**src/rtl/hwpe_ctrl_package.sv**
```systemverilog
// hwpe_ctrl_package
// Shared types and default sizes for the HWPE control slice.
//   ctx_sched_state_e : job-context scheduler FSM states
//   ctx_sched_flags_t : status flags exported by the job-context scheduler
package hwpe_ctrl_package;

    // Default register-file dimensions.
    localparam int unsigned REGFILE_N_MAX_CORES = 16;
    localparam int unsigned REGFILE_N_CONTEXT   = 2;
    localparam int unsigned REGFILE_N_EVT       = 2;

    // Width of a context id for the default number of contexts.
    localparam int unsigned CTX_SCHED_ID_W = $clog2(REGFILE_N_CONTEXT);

    // Event indices within a core's event vector.
    localparam int unsigned EVT_JOB_DONE  = 0;
    localparam int unsigned EVT_CTX_AVAIL = 1;

    typedef enum logic [1:0] {
        IDLE  = 2'd0,
        START = 2'd1,
        RUN   = 2'd2,
        FREE  = 2'd3
    } ctx_sched_state_e;

    typedef struct packed {
        logic                      is_working;
        logic [CTX_SCHED_ID_W-1:0] running_ctx;
        logic [CTX_SCHED_ID_W-1:0] pointer_ctx;
        logic                      full;
    } ctx_sched_flags_t;

endpackage

```
**src/rtl/hwpe_ctrl_ctx_scheduler.sv**
```systemverilog
// hwpe_ctrl_ctx_scheduler
// Job-context scheduler between the HWPE register front-end and the engine.
// Cores acquire a register context, fill it and trigger it. Triggered contexts
// are run on the engine in ring order. Each completion pulses the owner's
// job-done event, frees the context and wakes every core that was denied a
// context since the previous completion.
// Ports:
//   clk_i, rst_i      clock, synchronous active-high reset
//   acquire_req_i     one-cycle context request from core acquire_core_i
//   acquire_gnt_o     combinational grant for that request
//   acquire_id_o      context id handed out on grant
//   trigger_i         commit the currently acquired context
//   start_o / done_i  engine start pulse / engine done pulse
//   evt_o             per-core event pulses [core][event]
//   is_working_o      engine busy
//   running_ctx_o     context currently used by the engine
//   pointer_ctx_o     next context to hand out
//   full_o            every context is occupied
//   finished_o        jobs completed since reset
module hwpe_ctrl_ctx_scheduler
    import hwpe_ctrl_package::*;
#(
    parameter int unsigned N_CORES   = REGFILE_N_MAX_CORES,
    parameter int unsigned N_CONTEXT = REGFILE_N_CONTEXT,
    parameter int unsigned N_EVT     = REGFILE_N_EVT,
    parameter int unsigned CNT_W     = 32
) (
    input  logic                            clk_i,
    input  logic                            rst_i,
    input  logic                            acquire_req_i,
    input  logic [$clog2(N_CORES)-1:0]      acquire_core_i,
    output logic                            acquire_gnt_o,
    output logic [$clog2(N_CONTEXT)-1:0]    acquire_id_o,
    input  logic                            trigger_i,
    output logic                            start_o,
    input  logic                            done_i,
    output logic [N_CORES-1:0][N_EVT-1:0]   evt_o,
    output logic                            is_working_o,
    output logic [$clog2(N_CONTEXT)-1:0]    running_ctx_o,
    output logic [$clog2(N_CONTEXT)-1:0]    pointer_ctx_o,
    output logic                            full_o,
    output logic [CNT_W-1:0]                finished_o
);

    localparam int unsigned ID_W   = $clog2(N_CONTEXT);
    localparam int unsigned CORE_W = $clog2(N_CORES);
    localparam int unsigned OCC_W  = ID_W + 1;

    ctx_sched_state_e  state_q, state_d;
    ctx_sched_flags_t  flags;

    logic [ID_W-1:0]   ptr_q;
    logic [ID_W-1:0]   run_ptr_q;
    logic [ID_W-1:0]   running_ctx_q;
    logic [OCC_W-1:0]  occ_q;
    logic [OCC_W-1:0]  pend_q;
    logic              lock_q;
    logic [N_CORES-1:0] waiter_q;
    logic [CORE_W-1:0] owner_q [N_CONTEXT];
    logic [CNT_W-1:0]  finished_q;

    logic full;
    logic grant;
    logic deny;
    logic trig_fire;
    logic in_start;
    logic in_free;
    logic job_ready;

    // Grant decisions look only at registered occupancy, so a context freed
    // in this cycle becomes grantable one cycle later.
    assign full      = (occ_q == OCC_W'(N_CONTEXT));
    assign grant     = acquire_req_i & ~lock_q & ~full;
    assign deny      = acquire_req_i & ~grant;
    assign trig_fire = trigger_i & lock_q;
    assign in_start  = (state_q == START);
    assign in_free   = (state_q == FREE);

    // A trigger in this cycle counts as pending so an idle engine starts
    // on the very next cycle.
    assign job_ready = (pend_q != '0) | trig_fire;

    // Next-state logic of the engine sequencing FSM.
    always_comb begin
        state_d = state_q;
        unique case (state_q)
            IDLE:    if (job_ready) state_d = START;
            START:   state_d = RUN;
            RUN:     if (done_i) state_d = FREE;
            FREE:    state_d = job_ready ? START : IDLE;
            default: state_d = IDLE;
        endcase
    end

    // Completion and wake-up events are emitted only during the FREE cycle.
    always_comb begin
        evt_o = '0;
        if (in_free) begin
            evt_o[owner_q[run_ptr_q]][EVT_JOB_DONE] = 1'b1;
            for (int k = 0; k < N_CORES; k++) begin
                evt_o[k][EVT_CTX_AVAIL] = waiter_q[k];
            end
        end
    end

    // All scheduler state; the pending count moves up on a trigger and down
    // when the engine picks a context, both possibly in the same cycle.
    always_ff @(posedge clk_i) begin
        if (rst_i) begin
            state_q       <= IDLE;
            ptr_q         <= '0;
            run_ptr_q     <= '0;
            running_ctx_q <= '0;
            occ_q         <= '0;
            pend_q        <= '0;
            lock_q        <= 1'b0;
            waiter_q      <= '0;
            finished_q    <= '0;
            for (int i = 0; i < N_CONTEXT; i++) begin
                owner_q[i] <= '0;
            end
        end else begin
            state_q  <= state_d;
            occ_q    <= occ_q + OCC_W'(grant) - OCC_W'(in_free);
            pend_q   <= pend_q + OCC_W'(trig_fire) - OCC_W'(in_start);
            waiter_q <= (in_free ? '0 : waiter_q) |
                        (deny ? (N_CORES'(1) << acquire_core_i) : '0);
            if (grant) begin
                lock_q         <= 1'b1;
                owner_q[ptr_q] <= acquire_core_i;
            end else if (trig_fire) begin
                lock_q <= 1'b0;
                ptr_q  <= ptr_q + ID_W'(1);
            end
            if (in_start) begin
                running_ctx_q <= run_ptr_q;
            end
            if (in_free) begin
                run_ptr_q  <= run_ptr_q + ID_W'(1);
                finished_q <= finished_q + CNT_W'(1);
            end
        end
    end

    always_comb begin
        flags             = '0;
        flags.is_working  = (state_q == START) | (state_q == RUN);
        flags.running_ctx = CTX_SCHED_ID_W'(running_ctx_q);
        flags.pointer_ctx = CTX_SCHED_ID_W'(ptr_q);
        flags.full        = full;
    end

    assign acquire_gnt_o = grant;
    assign acquire_id_o  = ID_W'(flags.pointer_ctx);
    assign pointer_ctx_o = ID_W'(flags.pointer_ctx);
    assign running_ctx_o = ID_W'(flags.running_ctx);
    assign is_working_o  = flags.is_working;
    assign full_o        = flags.full;
    assign start_o       = in_start;
    assign finished_o    = finished_q;

endmodule

```
**config.mk**
```make
export PLATFORM = sky130hd
export DESIGN_NAME = hwpe_ctrl_ctx_scheduler
export DESIGN_NICKNAME = d
export VERILOG_FILES = /design/src/rtl/hwpe_ctrl_package.sv /design/src/rtl/hwpe_ctrl_ctx_scheduler.sv
export SDC_FILE = /design/constraint.sdc
export NUM_CORES = 1
export LEC_CHECK = 0
export BUFFER_PORTS_ARGS = -buffer_cell sky130_fd_sc_hd__buf_2
export CAP_MARGIN = 20
export CORE_ASPECT_RATIO = 0.5
export CORE_MARGIN = 10
export CORE_UTILIZATION = 55
export CTS_CLUSTER_DIAMETER = 80
export DETAILED_ROUTE_END_ITERATION = 6
export GPL_TIMING_DRIVEN = 0
export PLACE_DENSITY_LB_ADDON = 0.15
export SYNTH_ARGS = -nofsm -noshare
export SYNTH_HDL_FRONTEND = slang
export SYNTH_SLANG_ARGS = --single-unit
```
**constraint.sdc**
```tcl
create_clock -name clk_i -period 5.8 [get_ports clk_i]
set_input_delay 0.29 -clock clk_i [delete_from_list [all_inputs] [get_ports clk_i]]
set_output_delay 0.29 -clock clk_i [all_outputs]
set_load 0.05 [all_outputs]
```
==> results of run 1 <==
## placed cells by master (no fill, tap or decap), types with 3 or more instances in the layout
| master | synthesis | routed |
|---|---|---|
| sky130_fd_sc_hd__a21oi_1 | 25 | 25 |
| sky130_fd_sc_hd__a22oi_1 | 11 | 11 |
| sky130_fd_sc_hd__a32oi_1 | 6 | 6 |
| sky130_fd_sc_hd__and2_1 | 25 | 25 |
| sky130_fd_sc_hd__and3_1 | 4 | 4 |
| sky130_fd_sc_hd__and4_1 | 4 | 4 |
| sky130_fd_sc_hd__buf_1 | 3 | 4 |
| sky130_fd_sc_hd__buf_2 | 3 | 79 |
| sky130_fd_sc_hd__clkbuf_1 | 13 | 17 |
| sky130_fd_sc_hd__clkbuf_16 | 0 | 9 |
| sky130_fd_sc_hd__dfxtp_1 | 59 | 59 |
| sky130_fd_sc_hd__edfxtp_1 | 8 | 8 |
| sky130_fd_sc_hd__ha_1 | 10 | 10 |
| sky130_fd_sc_hd__inv_1 | 19 | 19 |
| sky130_fd_sc_hd__mux2i_1 | 3 | 3 |
| sky130_fd_sc_hd__nand2_1 | 21 | 21 |
| sky130_fd_sc_hd__nand2b_1 | 9 | 9 |
| sky130_fd_sc_hd__nand3_1 | 8 | 8 |
| sky130_fd_sc_hd__nand4_1 | 10 | 10 |
| sky130_fd_sc_hd__nor2_1 | 56 | 56 |
| sky130_fd_sc_hd__nor2b_1 | 8 | 8 |
| sky130_fd_sc_hd__o21ai_0 | 5 | 5 |
| sky130_fd_sc_hd__o31ai_1 | 15 | 15 |
| sky130_fd_sc_hd__or3_1 | 4 | 4 |
| sky130_fd_sc_hd__or4_1 | 15 | 15 |
| sky130_fd_sc_hd__xnor2_1 | 4 | 4 |
| sky130_fd_sc_hd__xor2_1 | 13 | 13 |
## cell families after synthesis
kind of cell	synth area share
AO/OA/AOI/OAI	0.1454
AND/OR/NAND/NOR	0.2830
multiplexers	0.01234
adder cells (fa/ha/maj)	0.03738
buffers and inverters	0.05271
flip-flops	0.4247
XOR/XNOR	0.04449
## worst paths after layout
kind	to	slack, ns
setup / recovery	evt_o[30]	2.78
hold / removal	owner_q[0][3]	0.30
setup reg to reg	waiter_q[7]	3.64
hold reg to reg	waiter_q[11]	0.47
## power breakdown
part           internal, mW  switching [mW]
clock network         0.285           0.190
registers             0.503          0.0256
logic                 0.101           0.199
total                 0.888           0.415
## sequential cells by signal, indices dropped and copies added (netlist names), named ones only
| signal | flops |
|---|---|
| finished_o | 32 |
| waiter_q | 16 |
| owner_q | 8 |
| occ_q | 2 |
| pend_q | 2 |
| state_q | 2 |
| acquire_id_o | 1 |
| lock_q | 1 |
| run_ptr_q | 1 |
| running_ctx_o | 1 |
## layer usage
metal | vias up | wire length, µm
met2 | 129 | 4224
li1 | 1543 | -
met4 | 0 | 142
met1 | 1550 | 3897
met3 | 18 | 821
met5 | - | 0
## area by class of cell
class / instances / area (µm²)
clock buffer: 12 / 236.5
clock inverter: 4 / 17.52
sequential: 67 / 1421
tap: 73 / 91.34
inverter: 19 / 71.32
timing repair buffer: 78 / 387.9
buffer: 22 / 105.1
multi-input combinational: 278 / 1749
fill: 439 / 1602
## through the flow
step           area (µm²)  cells  worst slack (ns)  power [mW]  utilization
4_1_cts              4076    552             2.803       1.302       0.7175
5_1_grt              4080    553             2.623       1.357       0.7181
3_5_place_dp         3822    536             3.178      0.8310       0.6728
6_report             4080    553             2.779       1.303       0.7181
3_3_place_gp         3819    535             3.309      0.8092       0.6721
2_1_floorplan        3347    386             3.483      0.7624            -
==> metrics.txt, run 1 <==
# TYPE chip_impl_metric gauge
chip_impl_metric{name="via_count_normalized_by_instance_count",unit=""} 5.859
chip_impl_info{name="hp-start",value="acquire_core_i[3]"} 1
chip_impl_metric{name="grtUsageMet3",unit=""} 0.08900
chip_impl_metric{name="final_hold_viol_count",unit=""} 0
chip_impl_metric{name="die_width",unit="µm"} 130.3
chip_impl_metric{name="ios",unit=""} 80
chip_impl_info{name="post-synth-top-area-cell",value="sky130_fd_sc_hd__dfxtp_1"} 1
chip_impl_metric{name="report.final.setup_viol",unit=""} 0
chip_impl_info{name="worst_path_max_delay_cell",value="sky130_fd_sc_hd__buf_1"} 1
chip_impl_metric{name="worstPathBufferInverterCount",unit=""} 3
chip_impl_metric{name="worst-r2r-cell-count",unit=""} 6
chip_impl_metric{name="vdd_drop_max",unit="V"} 0.0002405
chip_impl_metric{name="drt_drc_violations_left",unit=""} 0
chip_impl_metric{name="synth_async_sr_flop_share",unit=""} 0
chip_impl_metric{name="wire_per_inst",unit="µm"} 16.43
chip_impl_info{name="crit_start",value="state_q[1]"} 1
chip_impl_metric{name="num-nets-final",unit=""} 494
chip_impl_metric{name="number_of_distinct_library_cell_variants_in_the_gate_level_netlist_after_synthesis",unit=""} 44
chip_impl_metric{name="timing.final.max_slew_violations",unit=""} 0
chip_impl_metric{name="final_layout_size_suffix_gt1_frac",unit=""} 0.2104
chip_impl_metric{name="power_per_cell_area",unit="nW/µm²"} 319.3
chip_impl_metric{name="die_height",unit="µm"} 75.16
chip_impl_info{name="rsz0062_at_grt",value="no"} 1
chip_impl_metric{name="max_slew_margin",unit=""} 0.4635
chip_impl_info{name="status",value="complete, no violations"} 1
chip_impl_info{name="top_cells_by_instance_count_after_synthesis",value="sky130_fd_sc_hd__dfxtp_1, sky130_fd_sc_hd__nor2_1, sky130_fd_sc_hd__a21oi_1, sky130_fd_sc_hd__and2_1, sky130_fd_sc_hd__nand2_1"} 1
chip_impl_metric{name="cts.repair.resized",unit=""} 0
chip_impl_metric{name="synth.ff_latch_count",unit=""} 67
chip_impl_metric{name="flow.area_growth_from_synthesis",unit="%"} 21.91
chip_impl_metric{name="global_route.overflow_total",unit=""} 0
chip_impl_metric{name="n_antenna_cell",unit=""} 0
chip_impl_metric{name="finalCriticalPeriod",unit="ns"} 3.021
chip_impl_metric{name="fin_worst_hold_slack",unit="ns"} 0.3049
chip_impl_info{name="tritoncts_clock_tree",value="yes"} 1
chip_impl_metric{name="max_cap_violation_count",unit=""} 0
chip_impl_metric{name="yosysTopAreaCellShare",unit=""} 0.3529
chip_impl_metric{name="drt_first_iter_violations",unit=""} 266
chip_impl_metric{name="dr.pass1.iters",unit=""} 5
chip_impl_info{name="globalRoute.busiestLayer",value="met2"} 1
chip_impl_info{name="r2r-start",value="state_q[1]"} 1
chip_impl_metric{name="fin_tns_setup",unit="ns"} 0
chip_impl_metric{name="floorplan.initialDensity",unit=""} 0.5891
chip_impl_metric{name="clk_pin_slew_worst_paths",unit="ns"} 0.05
chip_impl_metric{name="cts_bufs_inserted",unit=""} 9
chip_impl_metric{name="path_depth",unit=""} 6
chip_impl_metric{name="portBuffers",unit=""} 76
chip_impl_info{name="cells_taking_the_most_area_after_synthesis",value="sky130_fd_sc_hd__dfxtp_1, sky130_fd_sc_hd__edfxtp_1, sky130_fd_sc_hd__nor2_1, sky130_fd_sc_hd__and2_1, sky130_fd_sc_hd__a21oi_1"} 1
chip_impl_metric{name="clock-skew-final",unit="ns"} 0.005985
chip_impl_info{name="worst_hold_path_type",value="in2reg"} 1
chip_impl_metric{name="post-cts-setup-buffers",unit=""} 0
chip_impl_info{name="critical_path.cell_chain",value="ha_1, clkbuf_1, buf_1, nand2_1, nor2_1, buf_2"} 1
chip_impl_metric{name="yosys_warnings",unit=""} 0
chip_impl_metric{name="placementRows",unit=""} 19
chip_impl_metric{name="synth.net_count",unit=""} 405
chip_impl_metric{name="syn_avg_cell_area",unit="µm²"} 8.671
chip_impl_metric{name="grt_pass1_wl",unit="µm"} 14630
chip_impl_metric{name="ys_seq_area_frac",unit=""} 0.4247
chip_impl_info{name="ctsRootBufferMaster",value="sky130_fd_sc_hd__clkbuf_16"} 1
chip_impl_metric{name="largest_net_degree_at_the_start_of_global_routing",unit=""} 11
chip_impl_metric{name="fmaxAchievable",unit="MHz"} 331.0
chip_impl_metric{name="leakagePower",unit="nW"} 1.754
chip_impl_metric{name="coreArea",unit="µm²"} 5682
chip_impl_metric{name="clock_path_buffers",unit=""} 2
chip_impl_metric{name="worstMarginPinSlew",unit="ns"} 0.7845
chip_impl_metric{name="grt_antenna_before_repair",unit=""} 0
chip_impl_metric{name="cts_hold_buf",unit=""} 0
chip_impl_metric{name="cell_area_after_synthesis",unit="µm²"} 3347
chip_impl_metric{name="die_area",unit="µm²"} 9795
chip_impl_metric{name="cts-htree-levels",unit=""} 3
chip_impl_metric{name="post_synth_inst_count",unit=""} 386
chip_impl_metric{name="critical_path_peak_fanout",unit=""} 10
chip_impl_metric{name="layout_worst_path_cycle_share",unit=""} 0.5209
chip_impl_info{name="critical_path.top_delay_family",value="buffers and inverters"} 1
chip_impl_metric{name="ant_nets",unit=""} 0
chip_impl_info{name="most_frequent_cell_after_synthesis",value="sky130_fd_sc_hd__dfxtp_1"} 1
chip_impl_metric{name="first_global_vias",unit=""} 3170
chip_impl_metric{name="synth_enable_flop_cells",unit=""} 8
chip_impl_metric{name="cts.sinks",unit=""} 67
chip_impl_metric{name="place_hpwl",unit="µm"} 6765
chip_impl_metric{name="place.gp.congestion",unit=""} 0.8580
chip_impl_metric{name="grt_use_total",unit=""} 0.1893
chip_impl_metric{name="min_path_cells",unit=""} 2
chip_impl_metric{name="insertion_delay_to_the_later_sink_of_the_worst_skew_pair",unit="ns"} 0.34
chip_impl_metric{name="routed-via-count",unit=""} 3240
chip_impl_info{name="critPathLaunchType",value="flop"} 1
chip_impl_metric{name="grt_util_met2",unit=""} 0.3180
chip_impl_metric{name="worst-endpoint-required",unit="ns"} 5.51
chip_impl_metric{name="critical_path.max_stage_delay",unit="ns"} 0.50
chip_impl_metric{name="gr-usage-met1",unit=""} 0.2082
chip_impl_info{name="ys_dominant_reg_cell",value="sky130_fd_sc_hd__dfxtp_1"} 1
chip_impl_info{name="nature_of_the_critical_path_endpoint",value="output port"} 1
chip_impl_metric{name="drt-total-wl",unit="µm"} 9086
chip_impl_info{name="kind_of_critical_path",value="reg2out"} 1
chip_impl_metric{name="crit_path_arrival_time",unit="ns"} 2.73
Note: power is estimated with default switching activity, not from simulation.
==> run 2, diff against run 1 <==
--- a/config.mk
+++ b/config.mk
@@ -5,6 +5,7 @@
 export SDC_FILE = /design/constraint.sdc
 export NUM_CORES = 1
 export LEC_CHECK = 0
+export ABC_AREA = 1
 export BUFFER_PORTS_ARGS = -buffer_cell sky130_fd_sc_hd__buf_2
 export CAP_MARGIN = 20
 export CORE_ASPECT_RATIO = 0.5
==> constraint.sdc (replaced) <==
create_clock -name clk_i -period 2.8 [get_ports clk_i]
set_input_delay 0.14 -clock clk_i [delete_from_list [all_inputs] [get_ports clk_i]]
set_output_delay 0.14 -clock clk_i [all_outputs]
set_load 0.05 [all_outputs]
==> run 2 against run 1 <==
Utilization decreased by 0.15 points; wire length increased by 5.2%; global-route usage decreased by 0.59 points; sequential cell count unchanged; sequential share of layout area decreased by 3.1 points; combinational power increased by 91%; highest routed layer unchanged; setup slack got worse by 2.3 ns; via count increased by 12%; die area increased by 7.1%; design area increased by 9.9%; first-iteration DRC count decreased by 3.4%; total power increased by 120%.
==> metrics.txt, run 2 <==
# TYPE chip_impl_metric gauge
chip_impl_info{name="status",value="complete, no violations"} 1
chip_impl_metric{name="cts_bufs_inserted",unit=""} 9
chip_impl_metric{name="coreArea",unit="µm²"} 6256
chip_impl_metric{name="clock_path_buffers",unit=""} 2
chip_impl_metric{name="post_synth_inst_count",unit=""} 533
chip_impl_metric{name="seq_power_share",unit=""} 0.373
chip_impl_metric{name="placementRows",unit=""} 20
chip_impl_metric{name="max_cap_violation_count",unit=""} 0
chip_impl_metric{name="layout_worst_path_cycle_share",unit=""} 0.8429
chip_impl_metric{name="comb_power_share",unit=""} 0.197
chip_impl_info{name="synth_top_family_by_area",value="simple AND/OR/NAND/NOR gates"} 1
chip_impl_info{name="worst_hold_path_type",value="in2reg"} 1
chip_impl_metric{name="final_layout_size_suffix_gt1_frac",unit=""} 0.2197
chip_impl_metric{name="via_count_normalized_by_instance_count",unit=""} 5.053
chip_impl_metric{name="grt_pass1_wl",unit="µm"} 15930
chip_impl_metric{name="portBuffers",unit=""} 79
chip_impl_metric{name="n_antenna_cell",unit=""} 0
chip_impl_info{name="critical_path.cell_chain",value="ha_1, buf_4, buf_2, buf_2, nand3_1, nor2_1, buf_2"} 1
chip_impl_info{name="most_frequent_cell_after_synthesis",value="sky130_fd_sc_hd__nand2_1"} 1
chip_impl_metric{name="insertion_delay_to_the_later_sink_of_the_worst_skew_pair",unit="ns"} 0.34
chip_impl_metric{name="cts.sinks",unit=""} 67
chip_impl_info{name="layout.cells.most_common",value="sky130_fd_sc_hd__nand2_1"} 1
chip_impl_metric{name="dr.pass1.iters",unit=""} 4
chip_impl_info{name="critPathLaunchType",value="flop"} 1
chip_impl_info{name="nature_of_the_critical_path_endpoint",value="output port"} 1
chip_impl_metric{name="power_per_cell_area",unit="nW/µm²"} 646.1
chip_impl_info{name="rsz0062_at_grt",value="no"} 1
chip_impl_metric{name="die_height",unit="µm"} 77.61
chip_impl_metric{name="wire_per_inst",unit="µm"} 13.35
chip_impl_metric{name="drt-total-wl",unit="µm"} 9556
chip_impl_metric{name="leakagePower",unit="nW"} 2.167
chip_impl_metric{name="largest_net_degree_at_the_start_of_global_routing",unit=""} 13
chip_impl_metric{name="cell_area_after_synthesis",unit="µm²"} 3651
chip_impl_metric{name="die_area",unit="µm²"} 10490
chip_impl_metric{name="cts_hold_buf",unit=""} 0
chip_impl_info{name="post-synth-top-area-cell",value="sky130_fd_sc_hd__dfxtp_1"} 1
chip_impl_metric{name="timing.final.max_slew_violations",unit=""} 0
chip_impl_metric{name="first_global_vias",unit=""} 3456
chip_impl_info{name="kind_of_critical_path",value="reg2out"} 1
chip_impl_metric{name="post-cts-setup-buffers",unit=""} 0
chip_impl_metric{name="power.net_switching",unit="µW"} 894.6
chip_impl_metric{name="fin_worst_hold_slack",unit="ns"} 0.1582
chip_impl_metric{name="synthAdderAreaFrac",unit=""} 0.03427
chip_impl_metric{name="worst-endpoint-required",unit="ns"} 2.66
chip_impl_metric{name="yosysTopAreaCellShare",unit=""} 0.3235
chip_impl_metric{name="max_slew_margin",unit=""} 0.6152
chip_impl_metric{name="routed-via-count",unit=""} 3618
chip_impl_metric{name="synth.ff_latch_count",unit=""} 67
chip_impl_metric{name="flow.area_growth_from_synthesis",unit="%"} 22.79
chip_impl_metric{name="place.gp.congestion",unit=""} 0.8900
chip_impl_metric{name="drt_drc_violations_left",unit=""} 0
chip_impl_metric{name="clk_pin_slew_worst_paths",unit="ns"} 0.06
chip_impl_metric{name="final_hold_viol_count",unit=""} 0
chip_impl_metric{name="worstMarginPinSlew",unit="ns"} 0.5772
chip_impl_info{name="ctsRootBufferMaster",value="sky130_fd_sc_hd__clkbuf_16"} 1
chip_impl_info{name="critical_path.top_delay_family",value="buffers and inverters"} 1
chip_impl_metric{name="global_route.overflow_total",unit=""} 0
chip_impl_metric{name="place_hpwl",unit="µm"} 7206
chip_impl_metric{name="number_of_distinct_library_cell_variants_in_the_gate_level_netlist_after_synthesis",unit=""} 30
chip_impl_metric{name="syn_avg_cell_area",unit="µm²"} 6.850
chip_impl_metric{name="report.final.setup_viol",unit=""} 0
chip_impl_metric{name="ys_seq_area_frac",unit=""} 0.3893
chip_impl_metric{name="fmaxAchievable",unit="MHz"} 423.7
chip_impl_info{name="ys_dominant_reg_cell",value="sky130_fd_sc_hd__dfxtp_1"} 1
chip_impl_info{name="path_common_cell",value="sky130_fd_sc_hd__buf_2"} 1
chip_impl_metric{name="die_width",unit="µm"} 135.2
chip_impl_info{name="cells_taking_the_most_area_after_synthesis",value="sky130_fd_sc_hd__dfxtp_1, sky130_fd_sc_hd__nand2_1, sky130_fd_sc_hd__inv_1, sky130_fd_sc_hd__nor2_1, sky130_fd_sc_hd__edfxtp_1"} 1
chip_impl_metric{name="cts.repair.resized",unit=""} 0
chip_impl_metric{name="ios",unit=""} 80
chip_impl_metric{name="worst-r2r-cell-count",unit=""} 7
chip_impl_metric{name="cts-htree-levels",unit=""} 3
chip_impl_metric{name="grt_antenna_before_repair",unit=""} 0
chip_impl_metric{name="fin_tns_setup",unit="ns"} 0
chip_impl_metric{name="critical_path_peak_fanout",unit=""} 10
chip_impl_info{name="commonest_non_fill_non_tap_cells_in_the_layout",value="sky130_fd_sc_hd__nand2_1, sky130_fd_sc_hd__buf_2, sky130_fd_sc_hd__inv_1"} 1
chip_impl_metric{name="ant_nets",unit=""} 0
chip_impl_metric{name="yosys_warnings",unit=""} 0
chip_impl_metric{name="power.switching_fraction",unit=""} 0.3089
chip_impl_metric{name="floorplan.initialDensity",unit=""} 0.5836
chip_impl_info{name="top_cells_by_instance_count_after_synthesis",value="sky130_fd_sc_hd__nand2_1, sky130_fd_sc_hd__inv_1, sky130_fd_sc_hd__nor2_1"} 1
chip_impl_metric{name="internal_power",unit="mW"} 2.002
chip_impl_metric{name="post_synth_and_or_nand_nor_area_fraction",unit=""} 0.3790
chip_impl_info{name="tritoncts_clock_tree",value="yes"} 1
chip_impl_metric{name="synth_enable_flop_cells",unit=""} 8
chip_impl_metric{name="min_path_cells",unit=""} 4
chip_impl_info{name="worst_path_max_delay_cell",value="sky130_fd_sc_hd__dfxtp_1"} 1
chip_impl_metric{name="synth.mux.area_fraction",unit=""} 0
chip_impl_metric{name="area_fraction_in_compound_gates_after_synthesis",unit=""} 0.08842
chip_impl_metric{name="vdd_drop_max",unit="V"} 0.0006396
chip_impl_metric{name="clkPwrFrac",unit=""} 0.430
chip_impl_metric{name="synth_async_sr_flop_share",unit=""} 0
chip_impl_metric{name="drt_first_iter_violations",unit=""} 257
chip_impl_metric{name="crit_path_arrival_time",unit="ns"} 2.22
chip_impl_metric{name="critical_path.max_stage_delay",unit="ns"} 0.40
chip_impl_metric{name="worstPathBufferInverterCount",unit=""} 4
chip_impl_metric{name="num-nets-final",unit=""} 642
chip_impl_metric{name="synth.net_count",unit=""} 552
chip_impl_metric{name="grt_use_total",unit=""} 0.1833
chip_impl_metric{name="clock-skew-final",unit="ns"} 0.006926
chip_impl_metric{name="finalCriticalPeriod",unit="ns"} 2.360
chip_impl_metric{name="path_depth",unit=""} 7
chip_impl_metric{name="largest_reg_flops",unit=""} 32
chip_impl_metric{name="post_synth_xor_area_fraction",unit=""} 0.007197
run 2: layout make-up:
class	count	area, µm²
inverters	81	304.0
fillers	541	1773
plain buffers	13	67.56
clock buffers	10	239.0
repair buffers	79	395.4
flip-flops and latches	67	1421
clock inverters	6	87.58
multi-input cells	372	1858
well taps	88	110.1
run 2: cells by family (layout without fill, tap and decap cells):
logic type                 count (synthesis)  after routing
buffers and inverters                     94            189
xor gates and xnor gates                   3              3
adders and majority gates                 10             10
DFF                                       67             67
and+or+nand+nor                          296            296
AOI/OAI and AO/OA                         63             63
run 2: routing by layer:
layer | track usage | vias to the layer above | routed length [µm]
met1 | 0.2173 | 1622 | 4206
met4 | 0.07372 | 0 | 187
met3 | 0.07519 | 19 | 836
li1 | - | 1872 | -
met5 | 0 | - | 0
met2 | 0.2900 | 105 | 4326
run 2: per-stage QoR:
stage,std cells,utilization,instance area (µm²),power (mW),setup slack [ns]
finish,716,0.7166,4483,2.896,0.4398
global route,716,0.7166,4483,3.031,0.2902
CTS,716,0.7166,4483,2.918,0.4338
detailed placement,700,0.6644,4156,1.673,0.8052
global placement,700,0.6644,4156,1.660,0.8390
floorplan,533,-,3651,1.544,0.6195
run 2: worst paths after layout:
path	slack, ns	endpoint	startpoint
worst max register to register	1.01	finished_o[7]	state_q[0]
worst min-delay path	0.16	waiter_q[8]	acquire_core_i[0]
worst min register to register	0.47	waiter_q[1]	waiter_q[1]
worst max-delay path	0.44	evt_o[20]	state_q[0]
run 2: power by group through the flow:
stage / clock [mW] / sequential (mW) / combinational [mW]
6_report: 1.24 / 1.08 / 0.571
5_1_grt: 1.30 / 1.09 / 0.638
4_1_cts: 1.26 / 1.08 / 0.573
3_5_place_dp: 0 / 1.10 / 0.572
3_3_place_gp: 0 / 1.10 / 0.561
2_1_floorplan: 0 / 1.13 / 0.416
run 2: tightest hold or removal path, cell delays in order:
cell,delay (ns)
sky130_fd_sc_hd__buf_2,0.12
sky130_fd_sc_hd__nor3_1,0.07
sky130_fd_sc_hd__nand2_1,0.06
sky130_fd_sc_hd__a21oi_1,0.06
